<file path="config.mk">
export PLATFORM = sky130hd
export DESIGN_NAME = uart_receiver
export DESIGN_NICKNAME = d
export VERILOG_FILES = /design/src/rtl/uart_receiver.sv
export SDC_FILE = /design/constraint.sdc
export NUM_CORES = 1
export LEC_CHECK = 0
export CAP_MARGIN = 20
export CORE_MARGIN = 1.5
export CORE_UTILIZATION = 35
export DETAILED_ROUTE_END_ITERATION = 8
export DONT_BUFFER_PORTS = 1
export SETUP_SLACK_MARGIN = 0.5
export SYNTH_ARGS = -nofsm -noshare
export SYNTH_HDL_FRONTEND = slang
export SYNTH_SLANG_ARGS = --single-unit
</file>
<file path="constraint.sdc">
create_clock -name clk -period 4.37 [get_ports clk]
set_clock_uncertainty 0.1 [all_clocks]
set_input_delay 1.0925 -clock clk [delete_from_list [all_inputs] [get_ports clk]]
set_output_delay 1.0925 -clock clk [all_outputs]
set_load 0.02 [all_outputs]
</file>
<file path="src/rtl/uart_receiver.sv">
// UART receiver: 6-9 data bits, optional parity, 1/2 stop bits, break detect.
// Define UART_RX_SILENCE_EN to build the idle-line (silence) detector.
module uart_receiver (
  input  logic        clk,
  input  logic        rst,
  input  logic        rx_i,
  input  logic [1:0]  dataBits_i,
  input  logic        hasParity_i,
  input  logic [1:0]  parityMode_i,
  input  logic        extraStopBit_i,
  input  logic [23:0] clockDivisor_i,
  input  logic        receiveReq_i,
  output logic [8:0]  dataOut_o,
  output logic        dataReceived_o,
  output logic        parityError_o,
  output logic        overflow_o,
  output logic        break_o,
  output logic        silence_o
);

  typedef enum logic [2:0] {
    S_IDLE,
    S_START,
    S_DATA,
    S_PARITY,
    S_STOP,
    S_BREAKWAIT
  } state_t;

  state_t      state_q, state_d;
  logic        rx_s1_q, rx_s2_q, rx_prev_q;
  logic [23:0] cnt_q, cnt_d;
  logic [23:0] div_q, div_d;
  logic [3:0]  nbits_q, nbits_d;
  logic        par_en_q, par_en_d;
  logic [1:0]  par_mode_q, par_mode_d;
  logic        two_stop_q, two_stop_d;
  logic [3:0]  bit_idx_q, bit_idx_d;
  logic        stop_idx_q, stop_idx_d;
  logic [8:0]  shreg_q, shreg_d;
  logic        par_bit_q, par_bit_d;
  logic        done_q, done_d;
  logic        break_q, break_d;
  logic [8:0]  dout_q, dout_d;
  logic        drx_q, drx_d;
  logic        perr_q, perr_d;
  logic        ovf_q, ovf_d;

  logic [23:0] div_eff;
  logic        tick;
  logic        par_exp;
  logic        perr_new;

  assign div_eff = (clockDivisor_i < 24'd4) ? 24'd4 : clockDivisor_i;
  assign tick    = (cnt_q == 24'd1);

  always_comb begin
    state_d    = state_q;
    cnt_d      = cnt_q;
    div_d      = div_q;
    nbits_d    = nbits_q;
    par_en_d   = par_en_q;
    par_mode_d = par_mode_q;
    two_stop_d = two_stop_q;
    bit_idx_d  = bit_idx_q;
    stop_idx_d = stop_idx_q;
    shreg_d    = shreg_q;
    par_bit_d  = par_bit_q;
    done_d     = 1'b0;
    break_d    = break_q;
    unique case (state_q)
      S_IDLE: begin
        if (rx_prev_q && !rx_s2_q) begin
          state_d    = S_START;
          cnt_d      = div_eff >> 1;
          div_d      = div_eff;
          nbits_d    = {2'b00, dataBits_i} + 4'd6;
          par_en_d   = hasParity_i;
          par_mode_d = parityMode_i;
          two_stop_d = extraStopBit_i;
          bit_idx_d  = 4'd0;
          stop_idx_d = 1'b0;
          shreg_d    = 9'd0;
          par_bit_d  = 1'b0;
        end
      end
      S_START: begin
        if (tick) begin
          cnt_d   = div_q;
          state_d = rx_s2_q ? S_IDLE : S_DATA;
        end else begin
          cnt_d = cnt_q - 24'd1;
        end
      end
      S_DATA: begin
        if (tick) begin
          cnt_d              = div_q;
          shreg_d[bit_idx_q] = rx_s2_q;
          bit_idx_d          = bit_idx_q + 4'd1;
          if (bit_idx_q == nbits_q - 4'd1) begin
            state_d = par_en_q ? S_PARITY : S_STOP;
          end
        end else begin
          cnt_d = cnt_q - 24'd1;
        end
      end
      S_PARITY: begin
        if (tick) begin
          cnt_d     = div_q;
          par_bit_d = rx_s2_q;
          state_d   = S_STOP;
        end else begin
          cnt_d = cnt_q - 24'd1;
        end
      end
      S_STOP: begin
        if (tick) begin
          cnt_d = div_q;
          if (!rx_s2_q) begin
            // an all-zero frame with a low stop bit is a line break
            state_d = S_BREAKWAIT;
            if (shreg_q == 9'd0 && !par_bit_q) begin
              break_d = 1'b1;
            end
          end else if (two_stop_q && !stop_idx_q) begin
            stop_idx_d = 1'b1;
          end else begin
            state_d = S_IDLE;
            done_d  = 1'b1;
          end
        end else begin
          cnt_d = cnt_q - 24'd1;
        end
      end
      S_BREAKWAIT: begin
        if (rx_s2_q) begin
          state_d = S_IDLE;
          break_d = 1'b0;
        end
      end
      default: state_d = S_IDLE;
    endcase
  end

  always_comb begin
    case (par_mode_q)
      2'd0:    par_exp = ^shreg_q;
      2'd1:    par_exp = ~^shreg_q;
      2'd2:    par_exp = 1'b1;
      default: par_exp = 1'b0;
    endcase
  end

  assign perr_new = par_en_q && (par_bit_q != par_exp);

  // a completion coinciding with receiveReq is accepted, not an overflow
  always_comb begin
    dout_d = dout_q;
    perr_d = perr_q;
    drx_d  = drx_q;
    ovf_d  = ovf_q;
    if (receiveReq_i) begin
      drx_d = 1'b0;
      ovf_d = 1'b0;
    end
    if (done_q) begin
      if (!drx_q || receiveReq_i) begin
        dout_d = shreg_q;
        perr_d = perr_new;
        drx_d  = 1'b1;
      end else begin
        ovf_d = 1'b1;
      end
    end
  end

  always_ff @(posedge clk or posedge rst) begin
    if (rst) begin
      state_q    <= S_IDLE;
      rx_s1_q    <= 1'b1;
      rx_s2_q    <= 1'b1;
      rx_prev_q  <= 1'b1;
      cnt_q      <= 24'd0;
      div_q      <= 24'd4;
      nbits_q    <= 4'd6;
      par_en_q   <= 1'b0;
      par_mode_q <= 2'd0;
      two_stop_q <= 1'b0;
      bit_idx_q  <= 4'd0;
      stop_idx_q <= 1'b0;
      shreg_q    <= 9'd0;
      par_bit_q  <= 1'b0;
      done_q     <= 1'b0;
      break_q    <= 1'b0;
      dout_q     <= 9'd0;
      drx_q      <= 1'b0;
      perr_q     <= 1'b0;
      ovf_q      <= 1'b0;
    end else begin
      state_q    <= state_d;
      rx_s1_q    <= rx_i;
      rx_s2_q    <= rx_s1_q;
      rx_prev_q  <= rx_s2_q;
      cnt_q      <= cnt_d;
      div_q      <= div_d;
      nbits_q    <= nbits_d;
      par_en_q   <= par_en_d;
      par_mode_q <= par_mode_d;
      two_stop_q <= two_stop_d;
      bit_idx_q  <= bit_idx_d;
      stop_idx_q <= stop_idx_d;
      shreg_q    <= shreg_d;
      par_bit_q  <= par_bit_d;
      done_q     <= done_d;
      break_q    <= break_d;
      dout_q     <= dout_d;
      drx_q      <= drx_d;
      perr_q     <= perr_d;
      ovf_q      <= ovf_d;
    end
  end

  assign dataOut_o      = dout_q;
  assign dataReceived_o = drx_q;
  assign parityError_o  = perr_q;
  assign overflow_o     = ovf_q;
  assign break_o        = break_q;

`ifdef UART_RX_SILENCE_EN
  logic [27:0] idle_q, idle_d;
  logic [27:0] idle_lim;

  assign idle_lim = 28'(div_eff) * 28'd10;

  always_comb begin
    idle_d = idle_q;
    if (!rx_s2_q) begin
      idle_d = 28'd0;
    end else if (idle_q < idle_lim) begin
      idle_d = idle_q + 28'd1;
    end
  end

  always_ff @(posedge clk or posedge rst) begin
    if (rst) begin
      idle_q <= 28'd0;
    end else begin
      idle_q <= idle_d;
    end
  end

  assign silence_o = (idle_q >= idle_lim);
`else
  assign silence_o = 1'b0;
`endif

endmodule

</file>
* Word level (Yosys, flattened, before mapping)
Cells that the tools add are included.
Widths: inputs -> output; s select.
** Word-level totals
- Flip-flop bits (word level) :: 91
- Input port bits :: 34
- Output and inout port bits :: 14
- Logic and storage cells :: 126
** Operators by class
- $add $sub $neg :: 4
- Magnitude comparators :: 3
- Eq/ne operators :: 22
- Muxes and demuxes :: 48
- Reductions and logical operators :: 29
** Operator list (number)
- $mux 24 :: 3
- $pmux 24 s2 :: 1
- $mux 3 :: 10
- $eq 24x1->1 const B :: 1
- $lt 24x3->1 const B :: 1
- $sub 24x1->24 const B :: 1
- $ne 2x2->1 const B :: 11
- $mux 1 :: 20
- $mux 9 :: 2
- $pmux 3 s6 :: 1
- $pmux 9 s2 :: 1
- $reduce_and 5->1 :: 2
- $reduce_bool 2->1 :: 5
- $bwmux 9 :: 1
- $logic_not 9->1 :: 1
- $reduce_xnor 9->1 :: 1
- $reduce_xor 9->1 :: 1
- $mux 4 :: 2
- $pmux 4 s2 :: 1
- $reduce_and 8->1 :: 1
- $eq 3x2->1 const B :: 2
- $eq 3x3->1 const B :: 2
- $pmux 1 s2 :: 3
- $reduce_and 2->1 :: 3
- 21 further kinds :: 29

* Longest topological paths before layout
Gate-level depths: netlist (run 1).
- Word-level depth :: 7
- Mapped depth :: 9
- Depth with buffers taken out :: 7

* Least setup slack after synthesis (run 1)
Ideal clock, no wire load.
- Path type :: register to register
- Start :: register cnt_q[16]
- End :: register shreg_q[7]
- Library setup time :: 0.125 ns
- Arrival :: 2.469 ns
- Data required time :: 4.145 ns
- Path slack :: 1.676 ns
- Cell stages (with the launch flop) :: 9
- Buffers on the path :: 3
- Clock period less this slack :: 2.694 ns
- Path through :: dfrtp_1 or4_1 buf_2 or4_4 buf_6 nor4_4 buf_6 nand4b_4 mux2_4
** On the way
- Word-level cells in the longest chain between the ends :: 3
** Ends and longest elaborated chain
- start: declaration :: line 32 : logic [23:0] cnt_q, cnt_d;
- start signal: assignment :: line 204 : cnt_q <= cnt_d;
- $eq 24x1->1 :: line 55 : assign tick = (cnt_q == 24'd1);
- $ne 2x2->1 (no line)
- $reduce_and 3->1 (no line)
- end signal: assignment :: line 212 : shreg_q <= shreg_d;
- end: declaration :: line 40 : logic [8:0] shreg_q, shreg_d;
No other way between the ends.
A chain may end at the register's enable or synchronous reset.

* Worst setup path in the final report (run 1)
- Start :: register cnt_q[16]
- End :: register cnt_q[15]
** On the way
- Word-level cells in the longest chain between the ends :: 3
** Ends and longest elaborated chain
- $eq 24x1->1 :: line 55
- $mux 24
- $pmux 24 s2 :: line 71 : unique case (state_q)
No other way between the ends.

==> flow_summary.yaml, run 1 <==
outcome:
  outcome: "completed"
timing:
  worst_slew_pin_slew_ns: 0.896
  fmax_mhz: 325
  hold_viol: 0
  slew_headroom_pct: 40.1
  timing.setup.tns_ns: 0
  whs_ns: 0.256
  setup-violations-final: 0
  finalCritPeriodShare_pct: 70.4
  slew_violations: 0
  rsz0062_at_grt: "no"
  min_period_ns: 3.08
detailed_routing:
  wire_per_inst_um: 18.4
  vias_per_cell: 5.67
  drt_pass1_iterations: 5
  routed_wl_um: 13400
  ant_nets: 0
  vias: 4126
  drc_errors: 0
  drt_iter0_markers: 372
global_routing:
  grt_pass1_vias: 4100
  track_usage_pct: 19.1
  grt_max_degree: 54
  grt_overflow: 0
  antenna_found_initial: 0
  grt_pass1_wl_um: 21800
synthesis:
  synth.top_cell.area_share_pct: 42.5
  syn_inst: 559
  synth_cell_types: 66
  synth_area_leaders: "dfrtp_1 43%, nand2_1 9.2%, o21ai_0 4.7%"
  ys_top_cells_by_count: "122 x nand2_1, 85 x dfrtp_1, 47 x o21ai_0, 28 x clkbuf_1, 24 x nor2_1"
  netlist_area_um2: 5000
  synth_seq_cells: 90
  synthMostInstantiatedCell: "nand2_1"
  postSynthAreaPerCell_um2: 8.95
  ys.flop_type: "dfrtp_1"
  seq_area_frac_synth_pct: 45.1
  synth_edf_count: 0
  syn_nets: 605
  yosysWarningCount: 0
  async_reset_ff_share_pct: 100
  synth_top_cell_by_area: "dfrtp_1"
job:
  maxCapViolCount: 0
cts:
  clock_latency_ns: 0.36
  cts.clk_slew.worst_paths_ns: 0.07
  ctsHoldBuffers: 0
  cts_setup_buffers: 0
  cts_sinks: 90
  htreeDepth: 3
  cts-root-buf: "clkbuf_16"
  cts-buffers-inserted: 9
  cts_tree: "built"
  cts_resized: 0
  clock_path_buffers: 2
cells_and_area:
  nFillCells: 1384
  diodes: 0
  syn2layout_area_growth_pct: 8.78
  final_nets: 589
  fin_util_pct: 39.1
  final_layout_size_suffix_gt1_share_pct: 7.30
  stdcell_area_um2: 5440
min_path:
  hold_start: "rx_s1_q"
  hold_path.class: "register to register"
power_and_ir_drop:
  p_leak_nw: 2.33
  ir_worst_vdd_mv: 0.273
  powerDensity_nw_per_um2: 572
die:
  die_w_um: 123
  initial_core_util_pct: 35.9
  ioPinCount: 48
  dieArea_um2: 15000
  rows: 43
  coreArea_um2: 13900
  die_h_um: 123
setup_path:
  timing.rr.start: "cnt_q[16]"
  cp_top_family: "simple AND/OR/NAND/NOR gates"
  crit_type: "register to register"
  arrival_ns: 3.21
  cp_slowest_cell: "or4_1"
  crit_chain: "or4_1 -> nor4_4 -> nand3_2 -> o221a_2 -> o22a_1"
  timing.critical_path.fanout_max: 19
  slowest_delay_ns: 0.71
  crit_required_ns: 4.50
  setup.worst_path.start: "cnt_q[16]"
  critPathCaptureType: "register"
  path_buf_inv: 0
  start_kind: "register"
  reg2reg_slack_ns: 1.29
placed_design:
  place_congestion: 0.862
  hpwl_um: 9470
  dpl_cell_area_um2: 5130
  io_buffers: 0
==> routing by layer <==
layer / track usage (%) / share of wire (%) / up-vias
met5: 0 / 0 / -
li1: - / - / 1947
met4: 8.58 / 2.5 / 0
met2: 30.2 / 47 / 122
met3: 4.37 / 5.1 / 23
met1: 25.0 / 46 / 2034
==> power breakdown <==
group	total, W	internal [W]	switching (W)
logic	0.000981	0.000406	0.000574
registers	0.00135	0.00109	0.000259
clock network	0.000781	0.000444	0.000337
total	0.00311	0.00194	0.00117
==> sequential cells by signal, summed over array words and instances (netlist names), 2 cells and up <==
register    flops
nbits_q         3
shreg_q         9
div_q          24
state_q         3
cnt_q          24
par_mode_q      2
dataOut_o       9
bit_idx_q       4
==> cell usage in the layout (no fill, tap or decap), drive strengths merged, types with 9 or more instances in the layout <==
cell    instances
o21ai          48
or3            10
ha             12
dfrtp          85
nand4          10
a21oi          15
clkbuf         11
or4             9
nor3           15
nand2         122
nor4           18
mux2i          13
inv            23
nand3          13
xnor2          14
nor2           24
==> final cells by class <==
class                           count  area, µm²  share of cell area (%)
Clock buffer                       11        233                    4.28
Clock inverter                      5       56.3                    1.03
Inverter                           23       87.6                    1.61
Multi-Input combinational cell    412       2520                    46.3
Sequential cell                    90       2260                    41.5
Tap cell                          180        225                    4.14
Timing Repair Buffer                7       65.1                    1.20
==> logic make-up (layout without fill, tap and decap cells) <==
logic type      count (synthesis)  count (layout)  share of synthesized area, %
mux                            17              17                          3.58
xor+xnor                       19              19                          3.90
simple gates                  254             254                          25.9
flops                          90              90                          45.1
other cells                     1               1                        0.0749
buf+inv                        57              46                          4.70
compound gates                109             109                          13.8
fa+ha+maj                      12              12                          3.00
==> through the flow <==
stage,worst slack [ns],std cells,total power (W)
finish,1.29,728,0.00311
global route,1.15,728,0.00332
CTS,1.32,727,0.00312
detailed placement,1.34,711,0.00233
global placement,1.40,711,0.00229
floorplan,0.851,559,0.00206
==> path summary, 6_finish.rpt <==
check,end,cells after the start
max reg2reg,cnt_q[15],5
min reg2reg,rx_s2_q,0
min in group asynchronous,div_q[16],1
max,cnt_q[15],5
max in group asynchronous,nbits_q[2],3
min,rx_s2_q,0
No activity file was read; power rests on OpenSTA's default activity.
==> run 2, diff against run 1 <==
==> constraint.sdc (replaced) <==
create_clock -name clk -period 3.1 [get_ports clk]
set_clock_uncertainty 0.1 [all_clocks]
set_input_delay 0.775 -clock clk [delete_from_list [all_inputs] [get_ports clk]]
set_output_delay 0.775 -clock clk [all_outputs]
set_load 0.02 [all_outputs]
==> run 2 against run 1 <==
Final cell count rose by 2.2%. Sequential power increased by 41%. Clock power rose by 47%. Routed wire length is essentially flat. First-iteration DRC count down 20%. Non-clock buffer count grew 16. Critical endpoint is now cnt_q[8]. Largest cell class unchanged. Highest routed layer unchanged.
==> flow_summary.yaml, run 2 (synthesis gave the netlist of run 1 again) <==
timing:
  min_period_ns: 2.55
  finalCritPeriodShare_pct: 82.1
  slew_headroom_pct: 49.5
  slew_violations: 0
  worst_slew_pin_slew_ns: 0.755
  rsz0062_at_grt: "yes"
  timing.setup.tns_ns: 0
  fmax_mhz: 393
  setup-violations-final: 0
  whs_ns: 0.238
  hold_viol: 0
cells_and_area:
  syn2layout_area_growth_pct: 12.6
  final_nets: 605
  nFillCells: 1361
  final_cell_mix: "122 x nand2_1, 85 x dfrtp_1, 46 x o21ai_0"
  final_common_cell: "nand2_1"
  top_regs: "cnt_q: 24 flops, div_q: 24 flops"
  final_layout_size_suffix_gt1_share_pct: 11.7
  diodes: 0
setup_path:
  critPathCaptureType: "register"
  crit_chain: "or4_4 -> buf_4 -> nor4_4 -> buf_4 -> nand3_2 -> buf_4 -> or3_1 -> o211a_1"
  crit_required_ns: 3.24
  slowest_delay_ns: 0.55
  cp_slowest_cell: "or4_4"
  cpMostUsedCell: "buf_4"
  crit_type: "register to register"
  start_kind: "register"
  arrival_ns: 2.68
  timing.critical_path.fanout_max: 13
global_routing:
  grt_pass1_wl_um: 21900
  grt_max_degree: 70
  grt_overflow: 0
  antenna_found_initial: 0
  track_usage_pct: 19.2
  grt_pass1_vias: 4125
power_and_ir_drop:
  total_power_w: 0.00452
  p_leak_nw: 2.43
  ir_worst_vdd_mv: 0.316
  powerDensity_nw_per_um2: 803
detailed_routing:
  ant_nets: 0
  drc_errors: 0
  vias: 4122
  drt_iter0_markers: 299
  wire_per_inst_um: 18.0
  vias_per_cell: 5.54
  drt_pass1_iterations: 5
  routed_wl_um: 13400
placed_design:
  place_congestion: 0.891
  io_buffers: 0
  hpwl_um: 9430
cts:
  cts_sinks: 90
  cts-root-buf: "clkbuf_16"
  clock_latency_ns: 0.35
  clock_path_buffers: 2
  cts.clk_slew.worst_paths_ns: 0.06
  ctsHoldBuffers: 0
  cts-buffers-inserted: 9
  htreeDepth: 3
  cts_tree: "built"
die:
  coreArea_um2: 13900
  dieArea_um2: 15000
  initial_core_util_pct: 35.9
  die_w_um: 123
  ioPinCount: 48
  rows: 43
  die_h_um: 123
outcome:
  outcome: "completed"
job:
  maxCapViolCount: 0
min_path:
  hold_path.class: "input port to async pin"
## run 2: cell count changes in the layout (fill, tap and decap cells not counted), sizes merged
cell | previous run | this run
clkinv | 3 | 1
buf | 7 | 23
clkinvlp | 1 | 2
clkbuf | 11 | 13
inv | 23 | 22
## run 2: area by class of cell
cell class	count	area (µm²)	share of cell area (%)
multi-input combinational	412	2560	45.4
sequential	90	2260	40.1
clock buffer	13	270	4.80
tap	180	225	4.00
timing repair buffer	23	185	3.29
inverter	23	90.1	1.60
clock inverter	3	46.3	0.822
## run 2: critical path, delay by kind of cell (launching register included)
family | cells | cell delay (ns)
buffers and inverters | 3 | 0.61
and+or+nand+nor | 4 | 1.23
AOI/OAI and AO/OA | 1 | 0.12
DFF | 1 | 0.38
## run 2: path summary, 6_finish.rpt
| path | from | endpoint | slack (ns) | cells past startpoint |
|---|---|---|---|---|
| worst min-delay path | rst | dataOut_o[0] | 0.24 | 1 |
| worst max-delay path | cnt_q[20] | cnt_q[8] | 0.55 | 8 |
| worst max register to register | cnt_q[20] | cnt_q[8] | 0.55 | 8 |
| min in group clk | rx_s1_q | rx_s2_q | 0.26 | 0 |
| max in group asynchronous | rst | rx_s1_q | 1.92 | 2 |
| worst min register to register | rx_s1_q | rx_s2_q | 0.26 | 0 |
## run 2: report_power, final
part	internal [W]	switching, W
clock	0.000692	0.000458
combinational	0.000630	0.000834
sequential	0.00154	0.000370
total	0.00286	0.00166
## run 2: through the flow
stage                     worst slack (ns)  utilization [%]  area (µm²)  cells
after floorplan                      0.560                -        5010    559
after global placement               0.444             37.3        5200    718
after detailed placement             0.370             37.3        5200    718
after CTS                            0.464             40.2        5600    743
after global routing                 0.468             40.4        5630    744
final                                0.554             40.4        5630    744
## run 2: per-layer routing
layer	vias up	routed length [µm]	global-route usage, %
met4	0	364	9.38
met2	123	6020	28.8
li1	1983	-	-
met5	-	0	0
met1	1994	6140	26.2
met3	22	906	4.28
## run 2: what timing repair did
action,4_1_cts,5_1_grt
buffers inserted,9,1
endpoints found under the hold margin,0,0
gates cloned,0,0
pin swaps,4,2
gates resized for setup,4,7
endpoints found under the setup margin,20,25
==> run 3, diff against run 2 <==
==> constraint.sdc (replaced) <==
create_clock -name clk -period 2.6 [get_ports clk]
set_clock_uncertainty 0.1 [all_clocks]
set_input_delay 0.65 -clock clk [delete_from_list [all_inputs] [get_ports clk]]
set_output_delay 0.65 -clock clk [all_outputs]
set_load 0.02 [all_outputs]
==> run 3 against run 2 <==
First-iteration DRC count fell by 10%. Critical path type unchanged. Routed wire length rose by 9.1%. Clock power up 6%.
==> flow_summary.yaml, run 3 (synthesis gave the netlist of run 1 again) <==
outcome:
  outcome: "completed"
die:
  coreArea_um2: 13900
  die_h_um: 123
  dieArea_um2: 15000
  rows: 43
  die_w_um: 123
  initial_core_util_pct: 35.9
  ioPinCount: 48
global_routing:
  track_usage_pct: 20.5
  grt_max_degree: 91
  antenna_found_initial: 0
  grt_pass1_wl_um: 23700
  grt_pass1_vias: 4604
  grt_overflow: 0
timing:
  slew_headroom_pct: 64.0
  hold_viol: 0
  rsz0062_at_grt: "yes"
  setup-violations-final: 0
  min_period_ns: 2.46
  slew_violations: 0
  fmax_mhz: 406
  worst_slew_pin_slew_ns: 0.540
  timing.setup.tns_ns: 0
  finalCritPeriodShare_pct: 94.7
cells_and_area:
  nFillCells: 1340
  stdcell_area_um2: 6220
  final_common_cell: "nand2_1"
  diodes: 0
  final_cell_mix: "119 x nand2_1, 83 x dfrtp_1, 41 x buf_4"
  final_nets: 642
  final_layout_size_suffix_gt1_share_pct: 24.6
  top_regs: "cnt_q: 24 flops, div_q: 24 flops"
  syn2layout_area_growth_pct: 24.3
setup_path:
  r2r-end: "shreg_q[7]"
  cp_slowest_cell: "or4_4"
  timing.critical_path.fanout_max: 6
  worstRegToRegCells: 6
  cpMostUsedCell: "or4_4"
  critPathCaptureType: "register"
  crit_type: "register to register"
  reg2reg_slack_ns: 0.14
  slowest_delay_ns: 0.57
  crit_required_ns: 2.73
  timing.rr.start: "cnt_q[22]"
  arrival_ns: 2.59
  crit_chain: "or4_4 -> or4_4 -> nor4_4 -> buf_6 -> nand4b_4 -> mux2_4"
  start_kind: "register"
placed_design:
  io_buffers: 0
  hpwl_um: 9820
  place_congestion: 0.919
  dpl_cell_area_um2: 5390
cts:
  htreeDepth: 3
  cts-root-buf: "clkbuf_16"
  clock_latency_ns: 0.34
  cts_sinks: 90
  ctsHoldBuffers: 0
  cts_tree: "built"
  clock_path_buffers: 2
  cts.clk_slew.worst_paths_ns: 0.06
  cts-buffers-inserted: 9
power_and_ir_drop:
  p_leak_nw: 2.67
  ir_worst_vdd_mv: 0.404
  powerDensity_nw_per_um2: 921
detailed_routing:
  ant_nets: 0
  drt_pass1_iterations: 5
  wire_per_inst_um: 18.8
  vias_per_cell: 5.64
  drc_errors: 0
  vias: 4404
  routed_wl_um: 14700
  drt_iter0_markers: 269
min_path:
  hold_path.class: "input port to async pin"
job:
  maxCapViolCount: 0
run 3: area by class of cell:
| type | instances | area (µm²) | share of cell area [%] |
|---|---|---|---|
| sequential | 90 | 2260 | 36.3 |
| clock inverter | 4 | 27.5 | 0.442 |
| multi-input combinational | 413 | 2830 | 45.4 |
| clock buffer | 12 | 246 | 3.96 |
| inverter | 23 | 90.1 | 1.45 |
| timing repair buffer | 59 | 546 | 8.77 |
| tap | 180 | 225 | 3.62 |
run 3: per-layer routing:
metal	part of all wire, %	GRT usage, %	vias to the layer above
met5	0	0	-
met4	2.9	9.01	0
met3	6.9	6.09	28
met2	47	31.9	136
met1	43	26.4	2176
li1	-	-	2064
run 3: power by group:
part           internal, W  leakage (nW)  total [W]  switching [W]
clock             0.000675         0.137    0.00122       0.000548
sequential         0.00184          1.14    0.00228       0.000442
combinational     0.000991          1.39    0.00222        0.00123
total              0.00351          2.67    0.00573        0.00222
run 3: critical path, delay by kind of cell (launching register included):
kind	cells	cell delay, ns
multiplexers	1	0.32
flip-flops	1	0.38
buffers and inverters	1	0.16
AND/OR/NAND/NOR	4	1.38
run 3: how the worst max path moves through the flow:
stage	start	endpoint	cells past startpoint
finish	cnt_q[22]	shreg_q[7]	6
CTS	cnt_q[16]	shreg_q[7]	6
detailed placement	cnt_q[22]	shreg_q[7]	6
floorplan	cnt_q[16]	shreg_q[7]	8
global route	cnt_q[17]	shreg_q[2]	7
global placement	cnt_q[22]	shreg_q[7]	6
run 3: per-stage QoR:
stage	util [%]	instances	hold WS [ns]	setup WS [ns]	power, W
after global placement	38.7	735	0.247	0.0942	0.00403
after floorplan	-	559	0.245	0.0847	0.00353
after detailed placement	38.7	735	0.248	0.0707	0.00411
after global routing	44.6	781	0.188	0.0632	0.00609
final	44.6	781	0.176	0.139	0.00573
after CTS	43.2	774	0.193	0.142	0.00555
run 3: repair_timing:
| item | 4_1_cts | 5_1_grt |
|---|---|---|
| endpoints found under the hold margin | 0 | 0 |
| endpoints found under the setup margin | 44 | 52 |
| resized for setup | 48 | 31 |
| setup buffers | 22 | 7 |
| pin swaps | 10 | 8 |
| gates cloned | 1 | 0 |
